--- src/rtl/qisp_mem_pkg.sv ---
// qisp_mem_pkg: state encoding and bus widths shared by the memory arbiter slice
package qisp_mem_pkg;

    localparam int ADDR_W = 16;
    localparam int DATA_W = 16;

    localparam logic [1:0] ST_IDLE    = 2'b00;
    localparam logic [1:0] ST_FE_BUSY = 2'b01;
    localparam logic [1:0] ST_LS_BUSY = 2'b10;

    typedef enum logic [1:0] {
        IDLE    = ST_IDLE,
        FE_BUSY = ST_FE_BUSY,
        LS_BUSY = ST_LS_BUSY
    } arb_state_t;

    typedef logic [ADDR_W-1:0] addr_t;
    typedef logic [DATA_W-1:0] data_t;

endpackage

--- src/rtl/mem_arbiter_if.sv ---
// mem_arbiter_if: fetch, load/store and memory-side signals of the arbiter
//   fe_*  : fetch requester (req/addr in, rdy/data out)
//   ls_*  : load/store requester (req/we/addr/wdata in, rdy/rdata out)
//   mem_* : external single-port memory (en/we/addr/wdata out, rdata/ack in)
//   o_err : timeout abort pulse
//   slave modport is the arbiter's view, master is the requesters'/memory's view
interface mem_arbiter_if;
    import qisp_mem_pkg::*;

    logic  fe_req;
    addr_t fe_addr;
    logic  fe_rdy;
    data_t fe_data;

    logic  ls_req;
    logic  ls_we;
    addr_t ls_addr;
    data_t ls_wdata;
    logic  ls_rdy;
    data_t ls_rdata;

    logic  mem_en;
    logic  mem_we;
    addr_t mem_addr;
    data_t mem_wdata;
    data_t mem_rdata;
    logic  mem_ack;

    logic  o_err;

    modport slave (
        input  fe_req, fe_addr, ls_req, ls_we, ls_addr, ls_wdata, mem_rdata, mem_ack,
        output fe_rdy, fe_data, ls_rdy, ls_rdata, mem_en, mem_we, mem_addr, mem_wdata, o_err
    );

    modport master (
        output fe_req, fe_addr, ls_req, ls_we, ls_addr, ls_wdata, mem_rdata, mem_ack,
        input  fe_rdy, fe_data, ls_rdy, ls_rdata, mem_en, mem_we, mem_addr, mem_wdata, o_err
    );

endinterface

--- src/rtl/mem_arb_watchdog.sv ---
// mem_arb_watchdog: busy-cycle counter that flags a memory transaction timeout
//   clk, rst : clock, synchronous active-high reset
//   busy     : arbiter is in a busy state
//   expired  : high in the TIMEOUT_CYCLES-th consecutive busy cycle
// Only instantiated when MEM_ARB_TIMEOUT_EN is defined.
module mem_arb_watchdog #(
    parameter int TIMEOUT_CYCLES = 255
) (
    input  logic clk,
    input  logic rst,
    input  logic busy,
    output logic expired
);

    localparam int CW = $clog2(TIMEOUT_CYCLES + 1);

    logic [CW-1:0] cnt_q;

    // IDLE is visited between every pair of transactions, so holding the
    // count at zero while idle clears it on each entry to BUSY.
    always_ff @(posedge clk) begin
        cnt_q <= (rst || !busy) ? '0 : cnt_q + 1'b1;
    end

    assign expired = busy && (cnt_q == CW'(TIMEOUT_CYCLES - 1));

endmodule

--- src/rtl/mem_arbiter.sv ---
// mem_arbiter: shares one 16-bit memory bus between fetch and load/store
//   clk, rst : clock, synchronous active-high reset
//   bus      : mem_arbiter_if.slave carrying fe_*, ls_*, mem_* and o_err
// Load/store wins arbitration unless fetch has been passed over STARVE_LIMIT
// times in a row. Completions are one-cycle *_rdy pulses with registered data.
// Define MEM_ARB_TIMEOUT_EN to abort transactions after TIMEOUT_CYCLES busy
// cycles without mem_ack (o_err pulses); otherwise BUSY waits indefinitely.
module mem_arbiter
    import qisp_mem_pkg::*;
#(
    parameter int STARVE_LIMIT   = 4,
    parameter int TIMEOUT_CYCLES = 255
) (
    input logic          clk,
    input logic          rst,
    mem_arbiter_if.slave bus
);

    localparam int SW = $clog2(STARVE_LIMIT + 1);

    arb_state_t    state_q, state_d;
    logic [SW-1:0] streak_q, streak_d;
    logic          fe_rdy_q, ls_rdy_q;
    data_t         fe_data_q, ls_rdata_q;
    logic          busy, expired, done, starved, grant_ls, grant_fe;
    data_t         rdata;

    assign busy    = state_q != IDLE;
    assign done    = busy && (bus.mem_ack || expired);
    assign starved = streak_q == SW'(STARVE_LIMIT);
    // An ack in the expiry cycle wins; a pure timeout returns zero data.
    assign rdata   = bus.mem_ack ? bus.mem_rdata : '0;

    always_comb begin
        grant_ls = 1'b0;
        grant_fe = 1'b0;
        state_d  = state_q;
        if (state_q == IDLE) begin
            grant_ls = bus.ls_req && !(bus.fe_req && starved);
            grant_fe = bus.fe_req && !grant_ls;
            state_d  = grant_ls ? LS_BUSY : grant_fe ? FE_BUSY : IDLE;
        end else if (done) begin
            state_d = IDLE;
        end
        streak_d = grant_fe                               ? '0 :
                   (grant_ls && bus.fe_req && !starved)   ? streak_q + 1'b1 :
                                                            streak_q;
    end

    always_ff @(posedge clk) begin
        if (rst) begin
            state_q  <= IDLE;
            streak_q <= '0;
        end else begin
            state_q  <= state_d;
            streak_q <= streak_d;
        end
    end

    always_ff @(posedge clk) begin
        if (rst) begin
            fe_rdy_q   <= 1'b0;
            ls_rdy_q   <= 1'b0;
            fe_data_q  <= '0;
            ls_rdata_q <= '0;
        end else begin
            fe_rdy_q <= done && state_q == FE_BUSY;
            ls_rdy_q <= done && state_q == LS_BUSY;
            if (done && state_q == FE_BUSY)
                fe_data_q <= rdata;
            if (done && state_q == LS_BUSY && !bus.ls_we)
                ls_rdata_q <= rdata;
        end
    end

`ifdef MEM_ARB_TIMEOUT_EN
    logic err_q;

    mem_arb_watchdog #(
        .TIMEOUT_CYCLES(TIMEOUT_CYCLES)
    ) u_watchdog (
        .clk    (clk),
        .rst    (rst),
        .busy   (busy),
        .expired(expired)
    );

    always_ff @(posedge clk) begin
        err_q <= !rst && done && !bus.mem_ack;
    end

    assign bus.o_err = err_q;
`else
    logic [$clog2(TIMEOUT_CYCLES + 1)-1:0] unused_timeout_w;

    assign unused_timeout_w = '0;
    assign expired          = 1'b0;
    assign bus.o_err        = 1'b0;
`endif

    assign bus.fe_rdy    = fe_rdy_q;
    assign bus.fe_data   = fe_data_q;
    assign bus.ls_rdy    = ls_rdy_q;
    assign bus.ls_rdata  = ls_rdata_q;
    assign bus.mem_en    = busy;
    assign bus.mem_we    = state_q == LS_BUSY && bus.ls_we;
    assign bus.mem_addr  = state_q == LS_BUSY ? bus.ls_addr :
                           state_q == FE_BUSY ? bus.fe_addr : '0;
    assign bus.mem_wdata = state_q == LS_BUSY ? bus.ls_wdata : '0;

endmodule

--- src/flat_wrapper.sv ---
// flat-port wrapper written by rule: the top's interface ports become plain ports
module mem_arbiter_flat import qisp_mem_pkg::*;
#(
    parameter int STARVE_LIMIT   = 4,
    parameter int TIMEOUT_CYCLES = 255
)
  (clk, rst, bus_fe_req, bus_fe_addr, bus_ls_req, bus_ls_we, bus_ls_addr, bus_ls_wdata, bus_mem_rdata, bus_mem_ack, bus_fe_rdy, bus_fe_data, bus_ls_rdy, bus_ls_rdata, bus_mem_en, bus_mem_we, bus_mem_addr, bus_mem_wdata, bus_o_err);
  mem_arbiter_if bus_i ();
  input logic clk;
  input logic rst;
  input wire logic [$bits(bus_i.fe_req)-1:0] bus_fe_req;
  input wire logic [$bits(bus_i.fe_addr)-1:0] bus_fe_addr;
  input wire logic [$bits(bus_i.ls_req)-1:0] bus_ls_req;
  input wire logic [$bits(bus_i.ls_we)-1:0] bus_ls_we;
  input wire logic [$bits(bus_i.ls_addr)-1:0] bus_ls_addr;
  input wire logic [$bits(bus_i.ls_wdata)-1:0] bus_ls_wdata;
  input wire logic [$bits(bus_i.mem_rdata)-1:0] bus_mem_rdata;
  input wire logic [$bits(bus_i.mem_ack)-1:0] bus_mem_ack;
  output wire logic [$bits(bus_i.fe_rdy)-1:0] bus_fe_rdy;
  output wire logic [$bits(bus_i.fe_data)-1:0] bus_fe_data;
  output wire logic [$bits(bus_i.ls_rdy)-1:0] bus_ls_rdy;
  output wire logic [$bits(bus_i.ls_rdata)-1:0] bus_ls_rdata;
  output wire logic [$bits(bus_i.mem_en)-1:0] bus_mem_en;
  output wire logic [$bits(bus_i.mem_we)-1:0] bus_mem_we;
  output wire logic [$bits(bus_i.mem_addr)-1:0] bus_mem_addr;
  output wire logic [$bits(bus_i.mem_wdata)-1:0] bus_mem_wdata;
  output wire logic [$bits(bus_i.o_err)-1:0] bus_o_err;
  assign bus_i.fe_req = bus_fe_req;
  assign bus_i.fe_addr = bus_fe_addr;
  assign bus_i.ls_req = bus_ls_req;
  assign bus_i.ls_we = bus_ls_we;
  assign bus_i.ls_addr = bus_ls_addr;
  assign bus_i.ls_wdata = bus_ls_wdata;
  assign bus_i.mem_rdata = bus_mem_rdata;
  assign bus_i.mem_ack = bus_mem_ack;
  assign bus_fe_rdy = bus_i.fe_rdy;
  assign bus_fe_data = bus_i.fe_data;
  assign bus_ls_rdy = bus_i.ls_rdy;
  assign bus_ls_rdata = bus_i.ls_rdata;
  assign bus_mem_en = bus_i.mem_en;
  assign bus_mem_we = bus_i.mem_we;
  assign bus_mem_addr = bus_i.mem_addr;
  assign bus_mem_wdata = bus_i.mem_wdata;
  assign bus_o_err = bus_i.o_err;
  mem_arbiter #(.STARVE_LIMIT(STARVE_LIMIT), .TIMEOUT_CYCLES(TIMEOUT_CYCLES)) u_core (.clk(clk), .rst(rst), .bus(bus_i));
endmodule
--- config.mk ---
export PLATFORM = sky130hd
export DESIGN_NAME = mem_arbiter_flat
export DESIGN_NICKNAME = d
export VERILOG_FILES = /design/src/rtl/qisp_mem_pkg.sv /design/src/rtl/mem_arbiter_if.sv /design/src/rtl/mem_arb_watchdog.sv /design/src/rtl/mem_arbiter.sv /design/src/flat_wrapper.sv
export SDC_FILE = /design/constraint.sdc
export NUM_CORES = 1
export LEC_CHECK = 0
export BUFFER_PORTS_ARGS = -buffer_cell sky130_fd_sc_hd__buf_4
export CORE_MARGIN = 4
export CORE_UTILIZATION = 40
export DETAILED_ROUTE_END_ITERATION = 6
export PLACE_DENSITY = 0.91
export SYNTH_ARGS = -nofsm -noshare
export SYNTH_HDL_FRONTEND = slang
export SYNTH_SLANG_ARGS = --single-unit
export TNS_END_PERCENT = 20
--- constraint.sdc ---
create_clock -name clk -period 1.8 [get_ports clk]
set_clock_uncertainty 0.1 [all_clocks]
set_input_delay 0.45 -clock clk [delete_from_list [all_inputs] [get_ports clk]]
set_output_delay 0.45 -clock clk [all_outputs]
set_load 0.02 [all_outputs]
==> results of run 1 <==
==> critical path: stages, from the launching register on <==
cell	delay [ns]
dfxtp_2	0.34
nor2b_4	0.21
buf_12	0.16
a22o_1	0.19
buf_6	0.13
==> worst paths after layout <==
check | cells past startpoint | start | to
max | 4 | u_core.state_q[1] | bus_mem_addr[7]
max reg2reg | 5 | u_core.state_q[1] | u_core.bus.fe_data[10]
min reg2reg | 2 | u_core.bus.ls_rdata[14] | u_core.bus.ls_rdata[14]
min | 3 | bus_mem_rdata[4] | u_core.bus.fe_data[4]
==> layer usage <==
metal | part of all wire, % | vias up | wire length, µm
met1 | 37 | 949 | 2340
met2 | 51 | 93 | 3230
met4 | 1.6 | 0 | 98
met3 | 9.7 | 8 | 609
met5 | 0 | - | 0
li1 | - | 1006 | -
==> cell families (layout without fill, tap and decap cells) <==
kind of cell,count (synthesis),after routing
AO/OA/AOI/OAI,55,55
AND/OR/NAND/NOR,102,102
other,1,1
adder cells (fa/ha/maj),2,2
buffers and inverters,24,159
flip-flops,39,39
==> cell type report <==
| type | instances | area, µm² |
|---|---|---|
| Tap cell | 52 | 65.1 |
| Inverter | 4 | 15.0 |
| Multi-Input combinational cell | 160 | 930 |
| Timing Repair Buffer | 147 | 1260 |
| Sequential cell | 39 | 783 |
| Fill cell | 357 | 1260 |
| Clock buffer | 8 | 100 |
==> metrics by stage <==
step / hold WS, ns / instances / utilization, %
2_1_floorplan: 0.349 / 223 / -
3_3_place_gp: 0.343 / 398 / 64.4
3_5_place_dp: 0.349 / 398 / 64.4
4_1_cts: 0.302 / 408 / 70.1
5_1_grt: 0.295 / 410 / 71.5
6_report: 0.310 / 410 / 71.5
==> state kept, by name (all words and copies together), names as in the netlist <==
register / count
u_core.bus.ls_rdy: 1
u_core.state_q: 2
u_core.streak_q: 3
u_core.bus.fe_data: 16
u_core.bus.fe_rdy: 1
u_core.bus.ls_rdata: 16
==> cell usage in the layout (no fill, tap or decap), types with 7 or more instances in the layout <==
| cell | netlist | final |
|---|---|---|
| buf_4 | 5 | 111 |
| nand2_1 | 67 | 67 |
| dfxtp_1 | 39 | 37 |
| buf_6 | 6 | 34 |
| a21oi_1 | 25 | 25 |
| a22o_1 | 16 | 16 |
| and2_1 | 17 | 10 |
| a21oi_2 | 10 | 10 |
| and2_4 | 0 | 7 |
| clkbuf_8 | 0 | 7 |
==> power breakdown <==
part           internal, W  switching [W]
clock network     0.000349       0.000290
logic             0.000301       0.000255
registers         0.000885      0.0000129
==> timing repair <==
item / 4_1_cts / 5_1_grt
hold endpoints to repair: 0 / 0
pin swaps: 4 / 15
gates cloned: 1 / 1
gates resized for setup: 38 / 10
hold buffers: 0 / 0
endpoints found under the setup margin: 33 / 34
setup buffers: 1 / 1
==> metrics.yaml, run 1 <==
power.density_nw_per_um2: 663
track_usage_pct: 20.8
start_util_pct: 42.0
grtUsageMet2_pct: 37.5
violations: "negative setup slack"
rsz0062_at_grt: "yes"
grt_most_used_layer: "met2"
overflow: 0
rrSetupSlack_ns: 0.15
end_kind: "output pin"
async_flop_share_pct: 0
synth_top_area_cell: "dfxtp_1"
post-route-min-period_ns: 1.87
cp_data_required_time_ns: 1.25
syn_inst: 223
dieArea_um2: 5780
synth.yosys.seq_area_share_pct: 42.2
port_buffers: 137
startpoint_type: "flip-flop"
synth-edff-count: 0
max_clock_freq_mhz: 534
area_delta_synth_final_pct: 70.3
boundaryPins: 139
synth_compound_area_share_pct: 20.7
netlist_area_um2: 1850
cts_tree: "yes"
first_iter_violations: 90
grt_max_degree: 40
grt_pass1_wl_um: 9860
drv_slew: 0
synth_xor_area_share_pct: 0
ys_ff_latch: 39
core_area_um2: 4410
clock_path_buffers: 2
critPathKind: "reg -> out"
synth_most_common_cell: "nand2_1"
tightestPinTransition_ns: 0.635
setup_tns_ns: -1.24
placed_area_um2: 2840
post-dp-hpwl_um: 4520
synth.top_cell.area_share_pct: 42.2
rows: 24
worstPathArrival_ns: 1.32
yosysUniqueCellTypes: 29
clock_latency_ns: 0.29
drc: 0
path_max_fanout: 17
ant_nets: 0
h-tree-depth: 2
fin_crit_sh_pct: 104
numCtsBuffers: 5
leakage_nw: 1.44
path_clk_slew_ns: 0.07
syn_nets: 295
ys_top_cells_by_count: "nand2_1, dfxtp_1, a21oi_1"
grt_use_met1_pct: 21.2
hold_class: "in -> reg"
peakVddDrop_mv: 0.604
synthAdderAreaFrac_pct: 1.35
gp_congestion: 0.761
synth.avg_cell_area_um2: 8.30
cts_root_buffer: "clkbuf_8"
setup_violations: 33
synthTopCellsByArea: "dfxtp_1, nand2_1, a22o_1"
synthMuxAreaShare_pct: 0
routed_wl_um: 6280
slew_headroom_pct: 57.7
yosys_warnings: 0
vias_per_cell: 5.01
fp.dieW_um: 76.0
outcome: "finished, violations left"
grtUsageMet3_pct: 9.57
drt_pass1_iterations: 4
synth_ff_type: "dfxtp_1"
die_y_um: 76.0
hold_viol: 0
antenna_cells: 0
totalPowerFinal_w: 0.00209
final.setup.worst_slack_ns: -0.0715
synth_top_family_by_area: "simple AND/OR/NAND/NOR gates"
vias: 2056
cts.sinks: 39
pre_cts_ws_ns: 0.174
antenna_found_initial: 0
wl_per_cell_um: 15.3
first_global_vias: 2043
final_area_um2: 3150
drv_cap: 0
layout.nets: 429
synth-simple-area-share_pct: 26.1
drive_above_1_share_pct: 49.7
No activity file was read; power rests on OpenSTA's default activity.
==> run 2: changes to the inputs <==
SYNTH_HIERARCHICAL = 1   (was not set)
==> run 2 against run 1 <==
The run still ends with negative setup slack left; design area shrank 0.71%; flip-flop and latch count is the same; synthesized cell count is the same; total power shrank 4.8%; critical path type unchanged; area after synthesis is the same; sequential share of layout area grew 0.18 points; final cell count shrank 0.49%; non-clock buffer count is the same; clock power shrank 17%; register-to-register slack gained 0.07 ns.
==> metrics.yaml, run 2 <==
final_common_cell: "buf_4"  # unchanged
hold_viol: 0  # unchanged
worstReg2RegStart: "u_core/state_q[1]"  # was u_core.state_q[1]
async_flop_share_pct: 0  # unchanged
yosysUniqueCellTypes: 30  # was 29
yosys_warnings: 6  # was 0
wl_per_cell_um: 15.8  # was 15.3 µm
path_clk_slew_ns: 0.07  # about the same
wl_met2_um: 3430  # was 3230 µm
fp.dieW_um: 76.0  # unchanged
synth_ff_type: "dfxtp_1"  # unchanged
reg2reg_depth: 5  # unchanged
grt_pass1_wl_um: 9850  # was 9860 µm
die_y_um: 76.0  # unchanged
first_iter_violations: 83  # was 90
synthTopCellsByArea: "dfxtp_1, nand2_1, a22o_1"  # unchanged
highest_layer: "met4"  # unchanged
peakVddDrop_mv: 0.455  # was 0.604 mV
h-tree-depth: 2  # unchanged
routed_wl_um: 6450  # was 6280 µm
startpoint_type: "flip-flop"  # unchanged
nFillCells: 356  # was 357
numCtsBuffers: 5  # unchanged
track_usage_pct: 20.8  # about the same
first_global_vias: 1954  # was 2043
synth.top_cell.area_share_pct: 42.2  # unchanged
wl_met3_um: 414  # was 609 µm
wl_met1_um: 2570  # was 2340 µm
path_max_fanout: 8  # was 17
setup_violations: 31  # was 33
vias_per_cell: 5.00  # was 5.01
boundaryPins: 139  # unchanged
dieArea_um2: 5780  # unchanged
synth.avg_cell_area_um2: 8.30  # unchanged
final_area_um2: 3130  # was 3150 µm²
port_buffers: 137  # unchanged
rows: 24  # unchanged
power.density_nw_per_um2: 636  # was 663 nW/µm²
final.setup.worst_slack_ns: -0.0602  # was -0.0715 ns
fin_crit_sh_pct: 103  # was 104%
r2r_end: "u_core/bus.fe_data[0]"  # was u_core.bus.fe_data[10]
drv_cap: 0  # unchanged
ys_ff_latch: 39  # unchanged
gp_congestion: 0.835  # was 0.761
cts_tree: "yes"  # unchanged
regArea_um2: 783  # unchanged
start_util_pct: 42.0  # unchanged
clock_latency_ns: 0.28  # was 0.29 ns
synth_most_common_cell: "nand2_1"  # unchanged
rrSetupSlack_ns: 0.22  # was 0.15 ns
violations: "negative setup slack"  # unchanged
hold_end: "u_core/bus.fe_data[14]"  # was u_core.bus.fe_data[4]
cts_root_buffer: "clkbuf_8"  # unchanged
drc: 0  # unchanged
post-route-min-period_ns: 1.86  # was 1.87 ns
hold_ws_ns: 0.323  # was 0.310 ns
drive_above_1_share_pct: 51.4  # was 49.7%
netlist_area_um2: 1850  # unchanged
clock_path_buffers: 2  # unchanged
layout.nets: 429  # unchanged
leakage_nw: 1.43  # was 1.44 nW
cts.sinks: 39  # unchanged
worstPathArrival_ns: 1.31  # was 1.32 ns
critPathKind: "reg -> out"  # unchanged
hold_class: "in -> reg"  # unchanged
synth-edff-count: 0  # unchanged
ys_top_cells_by_count: "nand2_1, dfxtp_1, a21oi_1"  # unchanged
final_cell_mix: "buf_4, nand2_1, dfxtp_1"  # unchanged
post-dp-hpwl_um: 4530  # was 4520 µm
area_delta_synth_final_pct: 69.1  # was 70.3%
placed_area_um2: 2840  # unchanged
syn_inst: 223  # unchanged
synth.yosys.seq_area_share_pct: 42.2  # unchanged
grt_max_degree: 40  # unchanged
core_area_um2: 4410  # unchanged
syn_nets: 295  # unchanged
antenna_cells: 0  # unchanged
max_clock_freq_mhz: 538  # was 534 MHz
antenna_found_initial: 0  # unchanged
totalPowerFinal_w: 0.00199  # was 0.00209 W
hold_depth: 3  # unchanged
end_kind: "output pin"  # unchanged
overflow: 0  # unchanged
synth_top_area_cell: "dfxtp_1"  # unchanged
hp-start: "bus_mem_rdata[14]"  # was bus_mem_rdata[4]
drt_pass1_iterations: 4  # unchanged
multi_input_area_um2: 946  # was 930 µm²
drv_slew: 0  # unchanged
rsz0062_at_grt: "yes"  # unchanged
vias: 2039  # was 2056
outcome: "finished, violations left"  # unchanged
ant_nets: 0  # unchanged
cp_data_required_time_ns: 1.25  # about the same
[run 2: cell types whose count changed after synthesis, sizes merged]
| cell | delta |
|---|---|
| buf | +1 |
| clkbuf | -1 |
[run 2: routing by layer]
layer,up-vias,GRT usage (%)
li1,1001,-
met1,958,25.3
met2,76,37.2
met3,4,4.73
met4,0,3.74
met5,-,0
[run 2: through the flow]
step	utilization, %	worst slack (ns)	cells	TNS, ns
CTS	69.9	-0.0612	408	-0.856
global placement	64.4	0.230	398	0
finish	70.9	-0.0602	408	-0.683
global route	70.9	-0.129	408	-2.73
detailed placement	64.4	0.147	398	0
floorplan	-	0.159	223	0
[run 2: worst max path at each step]
| stage | cells after the start | end | slack, ns | startpoint |
|---|---|---|---|---|
| after detailed placement | 4 | u_core/bus.fe_data[7] | 0.15 | bus_mem_ack |
| after floorplan | 5 | bus_mem_addr[10] | 0.16 | u_core/state_q[1] |
| after global routing | 5 | bus_mem_addr[14] | -0.13 | u_core/state_q[1] |
| after CTS | 4 | bus_mem_addr[14] | -0.06 | u_core/state_q[1] |
| after global placement | 4 | bus_mem_addr[9] | 0.23 | u_core/state_q[1] |
| final | 5 | bus_mem_addr[14] | -0.06 | u_core/state_q[1] |
[run 2: cells by family after synthesis]
| group | Yosys count | synth area share (%) |
|---|---|---|
| and+or+nand+nor | 102 | 26.1 |
| AOI/OAI and AO/OA | 55 | 20.7 |
| adders and majority gates | 2 | 1.35 |
| other | 1 | 0.203 |
| buffers and inverters | 24 | 9.53 |
| DFF | 39 | 42.2 |
[run 2: repair_timing]
action	in CTS	in global routing
pin swaps	1	12
endpoints found under the setup margin	31	42
gates resized for setup	35	19
buffers inserted	2	0
hold buffers	0	0
cloned	2	0
[run 2: report_power, final]
part	internal [W]	leakage, nW	total [W]	switching, W
logic	0.000304	1.08	0.000565	0.000261
registers	0.000885	0.316	0.000897	0.0000127
clock network	0.000258	0.0371	0.000529	0.000271
[run 2: cell type report]
class	instances	area share [%]
repair buffers	147	39.9
multi-input cells	160	30.2
flip-flops and latches	39	25.0
clock buffers	6	2.32
well taps	52	2.08
inverters	4	0.479
[run 2: critical path, stage by stage, from the launching register on]
cell and delay, ns:
dfxtp_2 0.32, buf_4 0.14, nor2b_4 0.13, buf_6 0.15
a22o_1 0.16, buf_6 0.12
==> run 3: changes to the inputs <==
CORE_UTILIZATION = 36   (was 40)
PLACE_DENSITY = 0.87   (was 0.91)
clock period = 1.6 ns   (was 1.8 ns; I/O delays follow)
==> run 3 against run 2 <==
The flow still finishes with violations (negative setup slack); design area increased by 1.8%; global-route usage decreased by 0.14 points; total power increased by 25%; highest routed layer unchanged; flip-flop and latch count unchanged; via count decreased by 1.9%; hold slack got worse by 0.062 ns; utilization decreased by 5.2 points; non-clock buffer count decreased by 2.
==> metrics.yaml, run 3 (synthesis results as in run 2) <==
first_iter_violations: 60  # was 83
max_clock_freq_mhz: 552
rows: 25  # was 24
port_buffers: 137  # unchanged
cts_tree: "yes"  # unchanged
core_area_um2: 4850  # was 4410 µm²
post-dp-hpwl_um: 4950  # was 4530 µm
placed_area_um2: 2880  # was 2840 µm²
clock_path_buffers: 2  # unchanged
combPwrFrac_pct: 25.2  # was 28.4%
seq_power_share_pct: 40.7  # was 45.1%
wl_per_cell_um: 15.7  # was 15.8 µm
overflow: 0  # unchanged
final_cell_mix: "buf_4, nand2_1, dfxtp_1"  # unchanged
path_max_fanout: 11  # was 8
fp.dieW_um: 79.7  # was 76.0 µm
path_clk_slew_ns: 0.07  # about the same
antenna_cells: 0  # unchanged
antenna_found_initial: 0  # unchanged
track_usage_pct: 20.6  # was 20.8%
switching_share_pct: 26.2  # was 27.3%
power.density_nw_per_um2: 778  # was 636 nW/µm²
gp_congestion: 0.780  # was 0.835
first_global_vias: 1937  # was 1954
hold_class: "in -> reg"  # unchanged
fin_crit_sh_pct: 113
grt_max_degree: 40  # unchanged
cts_root_buffer: "clkbuf_8"  # unchanged
final_area_um2: 3190  # was 3130 µm²
ant_nets: 0  # unchanged
clock_latency_ns: 0.29  # was 0.28 ns
final.setup.worst_slack_ns: -0.213  # was -0.0602 ns
hold_viol: 0  # unchanged
post-route-min-period_ns: 1.81
peakVddDrop_mv: 0.665  # was 0.455 mV
drv_cap: 0  # unchanged
drt_pass1_iterations: 4  # unchanged
leakage_nw: 1.44  # was 1.43 nW
rsz0062_at_grt: "yes"  # unchanged
area_delta_synth_final_pct: 72.2  # was 69.1%
drv_slew: 0  # unchanged
p_switching_w: 0.000649  # was 0.000545 W
drc: 0  # unchanged
layout.nets: 427  # was 429
routed_wl_um: 6630  # was 6450 µm
setup_violations: 34  # was 31
final_common_cell: "buf_4"  # unchanged
cp_data_required_time_ns: 1.10  # was 1.25 ns
drive_above_1_share_pct: 50.3  # was 51.4%
worstPathArrival_ns: 1.31  # about the same
internal_power_w: 0.00183  # was 0.00145 W
dieArea_um2: 6360  # was 5780 µm²
h-tree-depth: 2  # unchanged
numCtsBuffers: 5  # unchanged
die_y_um: 79.7  # was 76.0 µm
violations: "negative setup slack"  # unchanged
outcome: "finished, violations left"  # unchanged
boundaryPins: 139  # unchanged
grt_pass1_wl_um: 10100  # was 9850 µm
critPathKind: "reg -> out"  # unchanged
start_util_pct: 38.2  # was 42.0%
startpoint_type: "flip-flop"  # unchanged
vias_per_cell: 4.73  # was 5.00
p_clk_share_pct: 34.1  # was 26.6%
vias: 2001  # was 2039
cts.sinks: 39  # unchanged
cts_hold_buf: 0  # unchanged
pre_cts_ws_ns: 0.00527  # was 0.147 ns
end_kind: "output pin"  # unchanged
-- run 3: area by class of cell --
class | count | area, µm²
Sequential cell | 39 | 786
Fill cell | 420 | 1660
Multi-Input combinational cell | 160 | 938
Clock buffer | 6 | 82.6
Clock inverter | 2 | 35.0
Timing Repair Buffer | 145 | 1250
Tap cell | 67 | 83.8
Inverter | 4 | 15.0
-- run 3: repair_timing --
action                                  4_1_cts  5_1_grt
pin swaps                                    13        6
endpoints found under the setup margin       34       34
setup buffers                                 0        0
resized for setup                            44       10
cloned                                        1        0
-- run 3: path summary, 6_finish.rpt --
| kind | startpoint | end | slack (ns) | cells past startpoint |
|---|---|---|---|---|
| worst min register to register | u_core/bus.fe_data[2] | u_core/bus.fe_data[2] | 0.36 | 2 |
| worst max-delay path | u_core/state_q[1] | bus_mem_addr[2] | -0.21 | 4 |
| worst min-delay path | bus_mem_rdata[1] | u_core/bus.ls_rdata[1] | 0.26 | 3 |
| worst max register to register | u_core/streak_q[0] | u_core/state_q[0] | 0.06 | 5 |
-- run 3: stage by stage --
stage | cells | power [W] | TNS, ns | utilization (%) | hold slack [ns]
final | 423 | 0.00248 | -6.15 | 65.8 | 0.261
after global routing | 423 | 0.00259 | -8.02 | 65.8 | 0.257
after CTS | 423 | 0.00249 | -5.89 | 65.2 | 0.254
after detailed placement | 414 | 0.00159 | 0 | 59.5 | 0.348
after global placement | 414 | 0.00158 | 0 | 59.5 | 0.344
after floorplan | 223 | 0.00131 | 0 | - | 0.349
-- run 3: power groups by stage --
| stage | Sequential, W | Clock (W) | Combinational, W |
|---|---|---|---|
| final | 0.00101 | 0.000846 | 0.000625 |
| after global routing | 0.00101 | 0.000919 | 0.000662 |
| after detailed placement | 0.00103 | 0 | 0.000557 |
| after floorplan | 0.00105 | 0 | 0.000260 |
| after global placement | 0.00103 | 0 | 0.000546 |
| after CTS | 0.00101 | 0.000870 | 0.000612 |
-- run 3: critical path, stage by stage, from the launching register on --
cell and delay, ns:
dfxtp_4 0.36, nor2b_4 0.14, buf_6 0.13, a22o_1 0.25, buf_6 0.14
-- run 3: metal layers --
metal / share of wire (%) / track usage [%]
met3: 5.5 / 5.64
met1: 41 / 24.8
met5: 0 / 0
met4: 1.7 / 6.36
met2: 52 / 35.6
